<file path="src/rtl/t03_load_store_unit_if.sv">
`default_nettype none
// ---------------------------------------------------------------------------
// t03_load_store_unit_if : req/ack word bus between the LSU and memory.
// Rev 1.0
// ---------------------------------------------------------------------------
interface t03_load_store_unit_if;
  logic        req;
  logic        we;
  logic [31:0] addr;
  logic [31:0] wdata;
  logic [3:0]  sel;
  logic        ack;
  logic [31:0] rdata;

  modport master (output req, we, addr, wdata, sel, input ack, rdata);
  modport slave  (input req, we, addr, wdata, sel, output ack, rdata);
endinterface
`default_nettype wire

</file>
<file path="src/rtl/t03_load_store_unit.sv">
`default_nettype none
// ---------------------------------------------------------------------------
// t03_load_store_unit : memory stage, one bus transaction per request, then
// an aligned/extended register write or a store-done pulse.  Rev 1.0
// ---------------------------------------------------------------------------
module t03_load_store_unit #(
  parameter int TIMEOUT_CYCLES = 255
) (
  input  wire logic                   clk,
  input  wire logic                   rst,
  input  wire logic                   en,
  input  wire logic                   mem_op_valid,
  input  wire logic                   is_load,
  input  wire logic [2:0]             funct3,
  input  wire logic [31:0]            addr,
  input  wire logic [31:0]            store_data,
  input  wire logic [4:0]             rd_in,
  output logic                        busy,
  t03_load_store_unit_if.master       bus,
  output logic [4:0]                  rd_address,
  output logic                        register_write_en,
  output logic [31:0]                 register_write_data,
  output logic                        store_done,
  output logic                        misalign_err,
  output logic                        bus_err
);

  localparam int CNT_W = (TIMEOUT_CYCLES < 2) ? 1 : $clog2(TIMEOUT_CYCLES + 1);
  localparam logic [CNT_W-1:0] CNT_LAST = CNT_W'(TIMEOUT_CYCLES - 1);

  typedef enum logic [1:0] {
    S_IDLE = 2'd0,
    S_REQ  = 2'd1,
    S_WB   = 2'd2,
    S_ERR  = 2'd3
  } state_t;

  state_t           state_q, state_d;
  logic [CNT_W-1:0] cnt_q, cnt_d;
  logic [1:0]       lo_q, lo_d;
  logic [2:0]       funct3_q, funct3_d;
  logic             is_load_q, is_load_d;
  logic [4:0]       rd_q, rd_d;

  logic             busy_q, busy_d;
  logic             bus_req_q, bus_req_d;
  logic             bus_we_q, bus_we_d;
  logic [31:0]      bus_addr_q, bus_addr_d;
  logic [31:0]      bus_wdata_q, bus_wdata_d;
  logic [3:0]       bus_sel_q, bus_sel_d;
  logic [4:0]       rd_address_q, rd_address_d;
  logic             wr_en_q, wr_en_d;
  logic [31:0]      wr_data_q, wr_data_d;
  logic             store_done_q, store_done_d;
  logic             misalign_q, misalign_d;
  logic             bus_err_q, bus_err_d;

  logic             req_illegal;
  logic             req_misaligned;
  logic [7:0]       rd_byte;
  logic [15:0]      rd_half;
  logic [31:0]      load_ext;

  always_comb begin
    req_illegal    = (funct3 == 3'b011) || (funct3 == 3'b110) || (funct3 == 3'b111);
    req_misaligned = ((funct3[1:0] == 2'b01) && addr[0]) ||
                     ((funct3[1:0] == 2'b10) && (addr[1:0] != 2'b00));
  end

  // Load extraction works from the latched low address bits and width.
  always_comb begin
    rd_byte = bus.rdata[{lo_q, 3'b000} +: 8];
    rd_half = lo_q[1] ? bus.rdata[31:16] : bus.rdata[15:0];
    case (funct3_q[1:0])
      2'b00:   load_ext = {{24{rd_byte[7] & ~funct3_q[2]}}, rd_byte};
      2'b01:   load_ext = {{16{rd_half[15] & ~funct3_q[2]}}, rd_half};
      default: load_ext = bus.rdata;
    endcase
  end

  always_comb begin
    state_d      = state_q;
    cnt_d        = cnt_q;
    lo_d         = lo_q;
    funct3_d     = funct3_q;
    is_load_d    = is_load_q;
    rd_d         = rd_q;
    bus_req_d    = bus_req_q;
    bus_we_d     = bus_we_q;
    bus_addr_d   = bus_addr_q;
    bus_wdata_d  = bus_wdata_q;
    bus_sel_d    = bus_sel_q;
    rd_address_d = rd_address_q;
    wr_en_d      = wr_en_q;
    wr_data_d    = wr_data_q;
    store_done_d = store_done_q;
    misalign_d   = misalign_q;
    bus_err_d    = bus_err_q;
    busy_d       = busy_q;

    // With en low every register, strobes included, simply holds.
    if (en) begin
      wr_en_d      = 1'b0;
      store_done_d = 1'b0;
      misalign_d   = 1'b0;
      bus_err_d    = 1'b0;
      case (state_q)
        S_IDLE: begin
          if (mem_op_valid) begin
            lo_d      = addr[1:0];
            funct3_d  = funct3;
            is_load_d = is_load;
            rd_d      = rd_in;
            if (req_illegal || req_misaligned) begin
              state_d    = S_ERR;
              misalign_d = 1'b1;
            end else begin
              state_d    = S_REQ;
              cnt_d      = '0;
              bus_req_d  = 1'b1;
              bus_we_d   = ~is_load;
              bus_addr_d = {addr[31:2], 2'b00};
              case (funct3[1:0])
                2'b00: begin
                  bus_sel_d   = 4'b0001 << addr[1:0];
                  bus_wdata_d = {4{store_data[7:0]}};
                end
                2'b01: begin
                  bus_sel_d   = addr[1] ? 4'b1100 : 4'b0011;
                  bus_wdata_d = {2{store_data[15:0]}};
                end
                default: begin
                  bus_sel_d   = 4'b1111;
                  bus_wdata_d = store_data;
                end
              endcase
            end
          end
        end
        S_REQ: begin
          if (bus.ack) begin
            bus_req_d = 1'b0;
            state_d   = S_WB;
            if (is_load_q) begin
              wr_data_d    = load_ext;
              rd_address_d = rd_q;
              wr_en_d      = (rd_q != 5'd0);
            end else begin
              store_done_d = 1'b1;
            end
          end else if (cnt_q == CNT_LAST) begin
            bus_req_d = 1'b0;
            bus_err_d = 1'b1;
            state_d   = S_IDLE;
          end else begin
            cnt_d = cnt_q + 1'b1;
          end
        end
        S_WB:    state_d = S_IDLE;
        S_ERR:   state_d = S_IDLE;
        default: state_d = S_IDLE;
      endcase
      busy_d = (state_d != S_IDLE);
    end
  end

  always_ff @(posedge clk) begin
    if (rst) begin
      state_q      <= S_IDLE;
      cnt_q        <= '0;
      lo_q         <= '0;
      funct3_q     <= '0;
      is_load_q    <= 1'b0;
      rd_q         <= '0;
      bus_req_q    <= 1'b0;
      bus_we_q     <= 1'b0;
      bus_addr_q   <= '0;
      bus_wdata_q  <= '0;
      bus_sel_q    <= '0;
      rd_address_q <= '0;
      wr_en_q      <= 1'b0;
      wr_data_q    <= '0;
      store_done_q <= 1'b0;
      misalign_q   <= 1'b0;
      bus_err_q    <= 1'b0;
      busy_q       <= 1'b0;
    end else begin
      state_q      <= state_d;
      cnt_q        <= cnt_d;
      lo_q         <= lo_d;
      funct3_q     <= funct3_d;
      is_load_q    <= is_load_d;
      rd_q         <= rd_d;
      bus_req_q    <= bus_req_d;
      bus_we_q     <= bus_we_d;
      bus_addr_q   <= bus_addr_d;
      bus_wdata_q  <= bus_wdata_d;
      bus_sel_q    <= bus_sel_d;
      rd_address_q <= rd_address_d;
      wr_en_q      <= wr_en_d;
      wr_data_q    <= wr_data_d;
      store_done_q <= store_done_d;
      misalign_q   <= misalign_d;
      bus_err_q    <= bus_err_d;
      busy_q       <= busy_d;
    end
  end

  assign busy                = busy_q;
  assign bus.req             = bus_req_q;
  assign bus.we              = bus_we_q;
  assign bus.addr            = bus_addr_q;
  assign bus.wdata           = bus_wdata_q;
  assign bus.sel             = bus_sel_q;
  assign rd_address          = rd_address_q;
  assign register_write_en   = wr_en_q;
  assign register_write_data = wr_data_q;
  assign store_done          = store_done_q;
  assign misalign_err        = misalign_q;
  assign bus_err             = bus_err_q;

endmodule
`default_nettype wire
</file>
<file path="src/flat_wrapper.sv">
// flat-port wrapper written by rule: the top's interface ports become plain ports
module t03_load_store_unit_flat 
#(
  parameter int TIMEOUT_CYCLES = 255
)
  (clk, rst, en, mem_op_valid, is_load, funct3, addr, store_data, rd_in, busy, rd_address, register_write_en, register_write_data, store_done, misalign_err, bus_err, bus_req, bus_we, bus_addr, bus_wdata, bus_sel, bus_ack, bus_rdata);
  t03_load_store_unit_if bus_i ();
  input  wire logic clk;
  input  wire logic rst;
  input  wire logic en;
  input  wire logic mem_op_valid;
  input  wire logic is_load;
  input  wire logic [2:0] funct3;
  input  wire logic [31:0] addr;
  input  wire logic [31:0] store_data;
  input  wire logic [4:0] rd_in;
  output logic busy;
  output logic [4:0] rd_address;
  output logic register_write_en;
  output logic [31:0] register_write_data;
  output logic store_done;
  output logic misalign_err;
  output logic bus_err;
  output wire logic [$bits(bus_i.req)-1:0] bus_req;
  output wire logic [$bits(bus_i.we)-1:0] bus_we;
  output wire logic [$bits(bus_i.addr)-1:0] bus_addr;
  output wire logic [$bits(bus_i.wdata)-1:0] bus_wdata;
  output wire logic [$bits(bus_i.sel)-1:0] bus_sel;
  input wire logic [$bits(bus_i.ack)-1:0] bus_ack;
  input wire logic [$bits(bus_i.rdata)-1:0] bus_rdata;
  assign bus_req = bus_i.req;
  assign bus_we = bus_i.we;
  assign bus_addr = bus_i.addr;
  assign bus_wdata = bus_i.wdata;
  assign bus_sel = bus_i.sel;
  assign bus_i.ack = bus_ack;
  assign bus_i.rdata = bus_rdata;
  t03_load_store_unit #(.TIMEOUT_CYCLES(TIMEOUT_CYCLES)) u_core (.clk(clk), .rst(rst), .en(en), .mem_op_valid(mem_op_valid), .is_load(is_load), .funct3(funct3), .addr(addr), .store_data(store_data), .rd_in(rd_in), .busy(busy), .bus(bus_i), .rd_address(rd_address), .register_write_en(register_write_en), .register_write_data(register_write_data), .store_done(store_done), .misalign_err(misalign_err), .bus_err(bus_err));
endmodule
</file>
<file path="config.mk">
export PLATFORM = sky130hd
export DESIGN_NAME = t03_load_store_unit_flat
export DESIGN_NICKNAME = d
export VERILOG_FILES = /design/src/rtl/t03_load_store_unit_if.sv /design/src/rtl/t03_load_store_unit.sv /design/src/flat_wrapper.sv
export SDC_FILE = /design/constraint.sdc
export NUM_CORES = 1
export LEC_CHECK = 0
export CAP_MARGIN = 20
export CORE_MARGIN = 2
export CORE_UTILIZATION = 39
export DETAILED_ROUTE_END_ITERATION = 12
export HOLD_SLACK_MARGIN = 0.03
export PLACE_DENSITY_LB_ADDON = 0.08
export SLEW_MARGIN = 0
export SYNTH_ARGS = -nofsm -noshare
export SYNTH_HDL_FRONTEND = slang
export SYNTH_SLANG_ARGS = --single-unit
</file>
<file path="constraint.sdc">
create_clock -name clk -period 1.74 [get_ports clk]
set_input_delay 0.348 -clock clk [delete_from_list [all_inputs] [get_ports clk]]
set_output_delay 0.348 -clock clk [all_outputs]
set_load 0.1 [all_outputs]
</file>
==> flow_metrics.tcl, run 1 <==
set metrics [dict create \
    use_met3 0.104 \
    status "complete, but fails checks" \
    first_iter_violations 398 \
    port-buffer-count 219 \
    hold_ws_ps 318 \
    grt_max_degree 74 \
    start_util 0.402 \
    cts_root_buffer "clkbuf_16" \
    synth_cells 721 \
    grt.overflow.total 0 \
    num_antenna_cells 0 \
    synth_fa_ha_area_frac 0.00446 \
    required_ps 2090 \
    ys_warn_count 0 \
    antenna_found_initial 0 \
    synth_top_area_frac 0.467 \
    clk_pin_slew_ps 60 \
    cts_max_path_buffers 2 \
    fin_tns_setup_ps -81.5 \
    min_to "u_core.store_done" \
    drt-pass1-iter-count 5 \
    gp_congestion 0.879 \
    ys_types 47 \
    p_per_area_mw_per_mm2 822 \
    drive_gt1_frac 0.266 \
    cp-start-kind "register" \
    vdd_drop_max_v 0.000689 \
    fp.dieH_um 124 \
    fmax_mhz 557 \
    final_util 0.750 \
    synthSimpleGateAreaFrac 0.229 \
    postSynthAreaPerCell_um2 7.79 \
    hold_viol 0 \
    p_leak_nw 3.89 \
    dieArea_mm2 0.0154 \
    synthArstFlopShare 0 \
    grt_pass1_wl_um 30100 \
    arrival_ps 2140 \
    wl_per_cell_um 16.6 \
    finClkSkew_ps 7.28 \
    synthMuxAreaShare 0.0341 \
    maxCapViolCount 0 \
    violations "setup timing" \
    use_met2 0.450 \
    cts_made_buffers 17 \
    insertion_delay_ps 420 \
    rrSetupSlack_ps -50 \
    design.core.area_mm2 0.0140 \
    grt_setup_unrepaired "yes" \
    synth_top_cell_by_area "dfxtp_1" \
    drc_errors 0 \
    routed_via_density 5.28 \
    cts_tree "done" \
    synth_top_family_by_area "simple AND/OR/NAND/NOR gates" \
    period_needed_ps 1790 \
    grtUsageTotal 0.255 \
    total_power_mw 8.62 \
    nets 1092 \
    dp.final_hpwl_um 14000 \
    setup_viol_count_final 5 \
    die_x_um 124 \
    worstHoldPathCells 2 \
    busiest_layer "met2" \
    synth_compound_area_frac 0.207 \
    ys_seq_elements 131 \
    rr_endpoint "u_core.cnt_q[7]" \
    synth.area.top_cells "dfxtp_1 (47%), nand2_1 (13%), a21oi_1 (7.8%), a211oi_1 (4.7%), nor2_1 (4.1%)" \
    end_kind "register" \
    crit_fanout 5 \
    yosysSeqAreaShare 0.467 \
    hp-start "rst" \
    yosys.area_share.xor_xnor 0.00624 \
    drt-total-wl_um 19500 \
    syn_to_final_growth_pct 86.7 \
    num_vias 6192 \
    grtUsageMet1 0.284 \
    synth_ff_type "dfxtp_1" \
    r2r-start "u_core.state_q[1]" \
    synth-edff-count 0 \
    cts_num_sinks 131 \
    htreeDepth 4 \
    timing.final.ws_setup_ps -53.8 \
    row_count 43 \
    syn-cell-area_mm2 0.00562 \
    io_pins 222 \
    rr_worst_depth 5 \
    startpoint "u_core.state_q[1]" \
    finalCritPeriodShare 1.03 \
    final-max-slew-violation-count 0 \
    worstSetupPathType "register to register" \
    hp-class "input pin to register" \
    ant_nets 0 \
    first_global_vias 6069 \
]
[state kept, by name, indices dropped and copies added (netlist names)]
| name | cells |
|---|---|
| u_core.register_write_data | 32 |
| u_core.rd_q | 5 |
| u_core.rd_address | 5 |
| u_core.store_done | 1 |
| u_core.bus.req | 1 |
| u_core.bus.sel | 4 |
| u_core.bus.addr | 30 |
| u_core.register_write_en | 1 |
| u_core.misalign_err | 1 |
| u_core.cnt_q | 8 |
| u_core.funct3_q | 3 |
| u_core.bus.we | 1 |
| u_core.busy | 1 |
| u_core.state_q | 2 |
| u_core.is_load_q | 1 |
| u_core.lo_q | 2 |
| u_core.bus.wdata | 32 |
| u_core.bus_err | 1 |
[layout make-up]
type                       instances  area, um2
tap                              180        225
sequential                       131       2630
multi-input combinational        522       2890
fill                            1002       3500
timing repair buffer             296       4080
inverter                          12       45.0
clock buffer                      21        470
clock inverter                    11        150
[stage by stage]
| step | instances | area, um2 | setup WS [ps] |
|---|---|---|---|
| 2_1_floorplan | 722 | 5630 | -35.1 |
| 3_3_place_gp | 1126 | 9520 | -549 |
| 3_5_place_dp | 1126 | 9520 | -638 |
| 4_1_cts | 1170 | 10400 | -40.4 |
| 5_1_grt | 1173 | 10500 | -115 |
| 6_report | 1173 | 10500 | -53.8 |
[cells in the mapped netlist (8+ instances only)]
master	number
nand2_1	199
dfxtp_1	131
a21oi_1	87
nor2_1	61
a211oi_1	35
clkbuf_1	34
o21ai_0	28
mux2i_1	18
buf_2	14
inv_1	11
nor3_1	10
a311oi_1	8
a31oi_1	8
o221ai_1	8
[how the worst max path moves through the flow]
stage                          endpoint  slack, ps
floorplan               u_core.cnt_q[7]        -40
global placement     u_core.bus.addr[3]       -550
detailed placement  u_core.bus.addr[24]       -640
CTS                     u_core.cnt_q[7]        -40
global route            u_core.cnt_q[4]       -120
finish                  u_core.cnt_q[7]        -50
[cell families (layout without fill, tap and decap cells)]
logic type / count (synthesis) / in the layout
AND/OR/NAND/NOR: 304 / 304
AO/OA/AOI/OAI: 191 / 191
flip-flops: 131 / 131
buffers and inverters: 69 / 340
multiplexers: 19 / 19
XOR/XNOR: 4 / 4
adder cells (fa/ha/maj): 2 / 2
other: 1 / 2
[repair_timing]
item | CTS | global route
setup buffers | 9 | 3
hold buffers | 0 | 0
pin swaps | 6 | 8
gates cloned | 3 | 0
resized for setup | 21 | 25
endpoints found under the setup margin | 85 | 49
[where the power goes]
part           leakage, nW  total (mW)  switching [mW]  internal [mW]
combinational         2.53        1.73           0.983          0.752
sequential            1.06        3.18          0.0903           3.09
clock                0.300        3.71            1.33           2.37
total                 3.89        8.62            2.41           6.21
[layer usage]
metal | vias up | share of wire
met2 | 196 | 0.51
met5 | - | 0
li1 | 3009 | -
met4 | 0 | 0.0090
met1 | 2973 | 0.39
met3 | 14 | 0.089
[critical path, stage by stage (launching register included)]
cell and delay [ps]:
dfxtp_2 320, and2b_2 250, o211ai_2 100, or3_4 420, or4_4 500, a21oi_2 150
[layout by cell type (no fill, tap or decap), drive strengths merged, types with 7 or more instances in the layout]
| cell type | n |
|---|---|
| a21oi | 87 |
| a22oi | 7 |
| nor2 | 61 |
| o221ai | 8 |
| inv | 13 |
| o21ai | 29 |
| buf | 185 |
| clkdlybuf4s50 | 103 |
| a211oi | 35 |
| nand2 | 199 |
| a31oi | 8 |
| nor3 | 11 |
| dfxtp | 131 |
| a311oi | 8 |
| clkbuf | 22 |
| mux2i | 18 |
Power figures use the tool's default switching activity.
==> run 2, diff against run 1 <==
--- a/config.mk
+++ b/config.mk
@@ -5,9 +5,10 @@
 export SDC_FILE = /design/constraint.sdc
 export NUM_CORES = 1
 export LEC_CHECK = 0
-export CAP_MARGIN = 20
+export CORE_ASPECT_RATIO = 0.8
 export CORE_MARGIN = 2
 export CORE_UTILIZATION = 39
+export CTS_CLUSTER_DIAMETER = 40
 export DETAILED_ROUTE_END_ITERATION = 12
 export HOLD_SLACK_MARGIN = 0.03
 export PLACE_DENSITY_LB_ADDON = 0.08
==> run 2 against run 1 <==
Effect of this change: the flow still finishes with violations (setup timing); final cell count down 1.1%; clock skew barely moved; maximum frequency up 1.6%.
==> flow_metrics.tcl, run 2 (synthesized netlist as in run 1, its figures left out) <==
set metrics [dict create \
    rr_worst_depth 5 \
    p_switching_mw 2.35 \
    vdd_drop_max_v 0.000724 \
    port-buffer-count 219 \
    dp_slack_ps -738 \
    crit_fanout 5 \
    design.core.area_mm2 0.0142 \
    required_ps 2090 \
    htreeDepth 4 \
    drt-pass1-iter-count 5 \
    final_common_cell "nand2_1" \
    worstHoldPathCells 2 \
    maxCapViolCount 0 \
    timing.final.ws_setup_ps -25.9 \
    cp_slowest_cell "or4_4" \
    routed_via_density 5.23 \
    end_kind "register" \
    violations "setup timing" \
    die_x_um 138 \
    cts_max_path_buffers 2 \
    p_leak_nw 3.74 \
    seq_power_share 0.372 \
    cts_made_buffers 17 \
    min_to "u_core.state_q[0]" \
    fp.dieH_um 111 \
    row_count 39 \
    fin_area_mm2 0.0102 \
    io_pins 222 \
    dp_cells 1125 \
    hold_viol 0 \
    start_util 0.396 \
    drc_errors 0 \
    period_needed_ps 1770 \
    ant_nets 0 \
    hp-start "rst" \
    fin_tns_setup_ps -25.9 \
    dieArea_mm2 0.0154 \
    first_iter_violations 368 \
    hp-class "input pin to register" \
    antenna_found_initial 0 \
    rr_endpoint "u_core.cnt_q[7]" \
    grtUsageMet1 0.292 \
    grt.overflow.total 0 \
    hold_ws_ps 149 \
    total_power_mw 8.54 \
    clk_pin_slew_ps 50 \
    cts_root_buffer "clkbuf_16" \
    cts_tree "done" \
    busiest_layer "met2" \
    num_vias 6061 \
    use_met2 0.402 \
    wl_per_cell_um 16.2 \
    syn_to_final_growth_pct 81.4 \
    placed_cell_area_mm2 0.00943 \
    p_per_area_mw_per_mm2 838 \
    dp.final_hpwl_um 13700 \
    final_cell_mix "nand2_1 (198), dfxtp_1 (127), buf_12 (116)" \
    finalCritPeriodShare 1.01 \
    crit_chain "clkdlybuf4s50_1 -> nand2_1 -> o211ai_2 -> or3_4 -> or4_4 -> a21oi_2" \
    cts_num_sinks 131 \
    gp_congestion 0.875 \
    ctsHoldBuffers 0 \
    critPathMaxStageDelay_ps 490 \
    status "complete, but fails checks" \
    num_antenna_cells 0 \
    final_util 0.718 \
    clkPwrFrac 0.434 \
    use_met3 0.0972 \
    nets 1075 \
    setup_viol_count_final 1 \
    grt_setup_unrepaired "yes" \
    p_int_mw 6.19 \
    p_comb_frac 0.194 \
    grtUsageTotal 0.245 \
    cp_top_family "simple AND/OR/NAND/NOR gates" \
    rrSetupSlack_ps -10 \
    swShare 0.275 \
    grt_max_degree 97 \
    instances_no_fill 1160 \
    grt_pass1_wl_um 30500 \
    r2r-start "u_core.state_q[1]" \
    drt-total-wl_um 18800 \
    cp-start-kind "input pin" \
    first_global_vias 6089 \
    drive_gt1_frac 0.246 \
    worstSetupPathType "input pin to register" \
    fmax_mhz 566 \
    arrival_ps 2110 \
    cp.buffers_inverters 1 \
    final-max-slew-violation-count 0 \
    insertion_delay_ps 420 \
    finClkSkew_ps 7.29 \
]
==> run 2: worst max path at each step <==
stage / from / end / cells past startpoint
6_report: bus_ack / u_core.cnt_q[7] / 6
5_1_grt: bus_ack / u_core.cnt_q[7] / 6
4_1_cts: u_core.cnt_q[0] / u_core.cnt_q[7] / 7
3_5_place_dp: en / u_core.register_write_data[29] / 5
3_3_place_gp: en / u_core.register_write_data[29] / 5
2_1_floorplan: addr[0] / u_core.cnt_q[7] / 6
==> run 2: power by group through the flow <==
stage	sequential (mW)	clock, mW	combinational [mW]
finish	3.18	3.71	1.66
detailed placement	3.24	0	1.62
CTS	3.18	3.76	1.64
global placement	3.24	0	1.60
global route	3.19	3.92	1.75
floorplan	3.66	0	0.410
==> run 2: worst register-to-register path, stage by stage (launching register included) <==
cell and delay [ps]:
dfxtp_2 310, and2b_2 240, o211ai_2 100, or3_4 410, or4_4 490, a21oi_2 130
==> run 2: layer usage <==
layer	vias to the layer above	routed length, um
met5	-	0
met4	0	443
met3	42	1560
met2	201	9110
met1	2855	7690
li1	2963	-
==> run 2: cell type report <==
cell class / instances / area, um2
fill: 1036 / 4010
sequential: 131 / 2630
timing repair buffer: 279 / 3830
tap: 184 / 230
inverter: 12 / 45.0
clock inverter: 8 / 124
multi-input combinational: 522 / 2840
clock buffer: 24 / 492
==> run 2: repair_timing <==
item | in CTS | in global routing
pin swaps | 6 | 2
endpoints found under the setup margin | 84 | 97
cloned | 1 | 0
resized for setup | 16 | 25
setup buffers | 1 | 1
==> run 3, diff against run 2 <==
--- a/config.mk
+++ b/config.mk
@@ -11,7 +11,7 @@
 export CTS_CLUSTER_DIAMETER = 40
 export DETAILED_ROUTE_END_ITERATION = 12
 export HOLD_SLACK_MARGIN = 0.03
-export PLACE_DENSITY_LB_ADDON = 0.08
+export PLACE_DENSITY = 0.8
 export SLEW_MARGIN = 0
 export SYNTH_ARGS = -nofsm -noshare
 export SYNTH_HDL_FRONTEND = slang
==> run 3 against run 2 <==
Effect of this change: the flow still finishes with violations (setup timing); final area grew 2.3%; die area is the same; power grew 6.0%; hold slack gained 270 ps; maximum frequency grew 1.1%; routed wire length grew 9.0%; via count grew 3.1%.
==> flow_metrics.tcl, run 3 (synthesized netlist as in run 1, its figures left out) <==
set metrics [dict create \
    final-max-slew-violation-count 0 \
    dieArea_mm2 0.0154 \
    maxCapViolCount 0 \
    design.core.area_mm2 0.0142 \
    final_cell_mix "nand2_1 (197), dfxtp_1 (128), buf_12 (115)" \
    instances_no_fill 1173 \
    htreeDepth 4 \
    cp-start-kind "register" \
    grt.overflow.total 0 \
    dp.final_hpwl_um 14100 \
    nets 1088 \
    status "complete, but fails checks" \
    setup_viol_count_final 2 \
    cts_max_path_buffers 2 \
    dp_slack_ps -684 \
    dp_cells 1133 \
    startpoint "u_core.cnt_q[0]" \
    grt_setup_unrepaired "yes" \
    worst_pin_slew_ps 554 \
    io_pins 222 \
    first_global_vias 6302 \
    start_util 0.396 \
    finalCritPeriodShare 1.00 \
    p_per_area_mw_per_mm2 868 \
    ctsHoldBuffers 0 \
    timing.final.ws_setup_ps -6.18 \
    multi_input_area_mm2 0.00289 \
    r2r-start "u_core.cnt_q[0]" \
    grt_pass1_wl_um 31900 \
    port-buffer-count 219 \
    num_antenna_cells 0 \
    final_util 0.734 \
    grt_max_degree 77 \
    hp-class "input pin to register" \
    syn_to_final_growth_pct 85.6 \
    worstSetupPathType "register to register" \
    routed_via_density 5.33 \
    cts_root_buffer "clkbuf_16" \
    slew_headroom 0.631 \
    seq_area_mm2 0.00263 \
    fillers 947 \
    cts_made_buffers 17 \
    cts_num_sinks 131 \
    drt-pass1-iter-count 6 \
    arrival_ps 2040 \
    hp-start "en" \
    period_needed_ps 1750 \
    num_vias 6249 \
    fp.dieH_um 111 \
    drc_errors 0 \
    final_common_cell "nand2_1" \
    antenna_found_initial 0 \
    end_kind "register" \
    hold_viol 0 \
    fin_tns_setup_ps -7.79 \
    drt-total-wl_um 20500 \
    fmax_mhz 573 \
    cts_tree "done" \
    wl_per_cell_um 17.5 \
    drive_gt1_frac 0.263 \
    insertion_delay_ps 430 \
    vdd_drop_max_v 0.000838 \
    finClkSkew_ps 8.39 \
    die_x_um 138 \
    hold_ws_ps 419 \
    p_leak_nw 3.88 \
    clk_pin_slew_ps 60 \
    violations "setup timing" \
    first_iter_violations 354 \
    required_ps 2040 \
    grtUsageTotal 0.259 \
    row_count 39 \
    crit_fanout 5 \
    gp_congestion 0.855 \
    ant_nets 0 \
]
[run 3: layout make-up]
class | instances | area share
Timing Repair Buffer | 292 | 0.379
Multi-Input combinational cell | 522 | 0.277
Sequential cell | 131 | 0.252
Clock buffer | 19 | 0.0435
Clock inverter | 13 | 0.0221
Tap cell | 184 | 0.0221
Inverter | 12 | 0.00456
[run 3: critical path, cell delays in order (launching register included)]
cell	delay (ps)
dfxtp_2	330
inv_2	50
ha_4	160
nand2_4	70
nor4_4	40
or3_4	420
buf_4	160
o31ai_1	300
a21oi_2	90
[run 3: power by group]
group | switching (mW) | total [mW] | internal, mW
sequential | 0.0929 | 3.18 | 3.09
clock | 1.39 | 4.15 | 2.76
combinational | 0.987 | 1.71 | 0.727
[run 3: repair_timing]
item / in CTS / in global routing
buffers inserted: 1 / 5
endpoints found under the setup margin: 80 / 54
gates cloned: 1 / 1
pin swaps: 4 / 7
gates resized for setup: 10 / 38
[run 3: through the flow]
stage / power (mW) / cell area (um2)
floorplan: 4.07 / 5630
global placement: 4.85 / 9480
detailed placement: 4.87 / 9480
CTS: 9.01 / 10200
global route: 9.30 / 10400
finish: 9.05 / 10400
[run 3: routing by layer]
metal  global-route usage  part of all wire
met5                    0                 0
met4               0.0993             0.025
met3                0.103             0.097
met2                0.437              0.48
met1                0.296              0.39
[run 3: final timing paths]
| path | slack [ps] | cells past startpoint | to |
|---|---|---|---|
| max | -6 | 8 | u_core.cnt_q[7] |
| min | 420 | 3 | u_core.bus_err |
| max reg2reg | -6 | 8 | u_core.cnt_q[7] |
| min reg2reg | 460 | 2 | u_core.rd_q[4] |
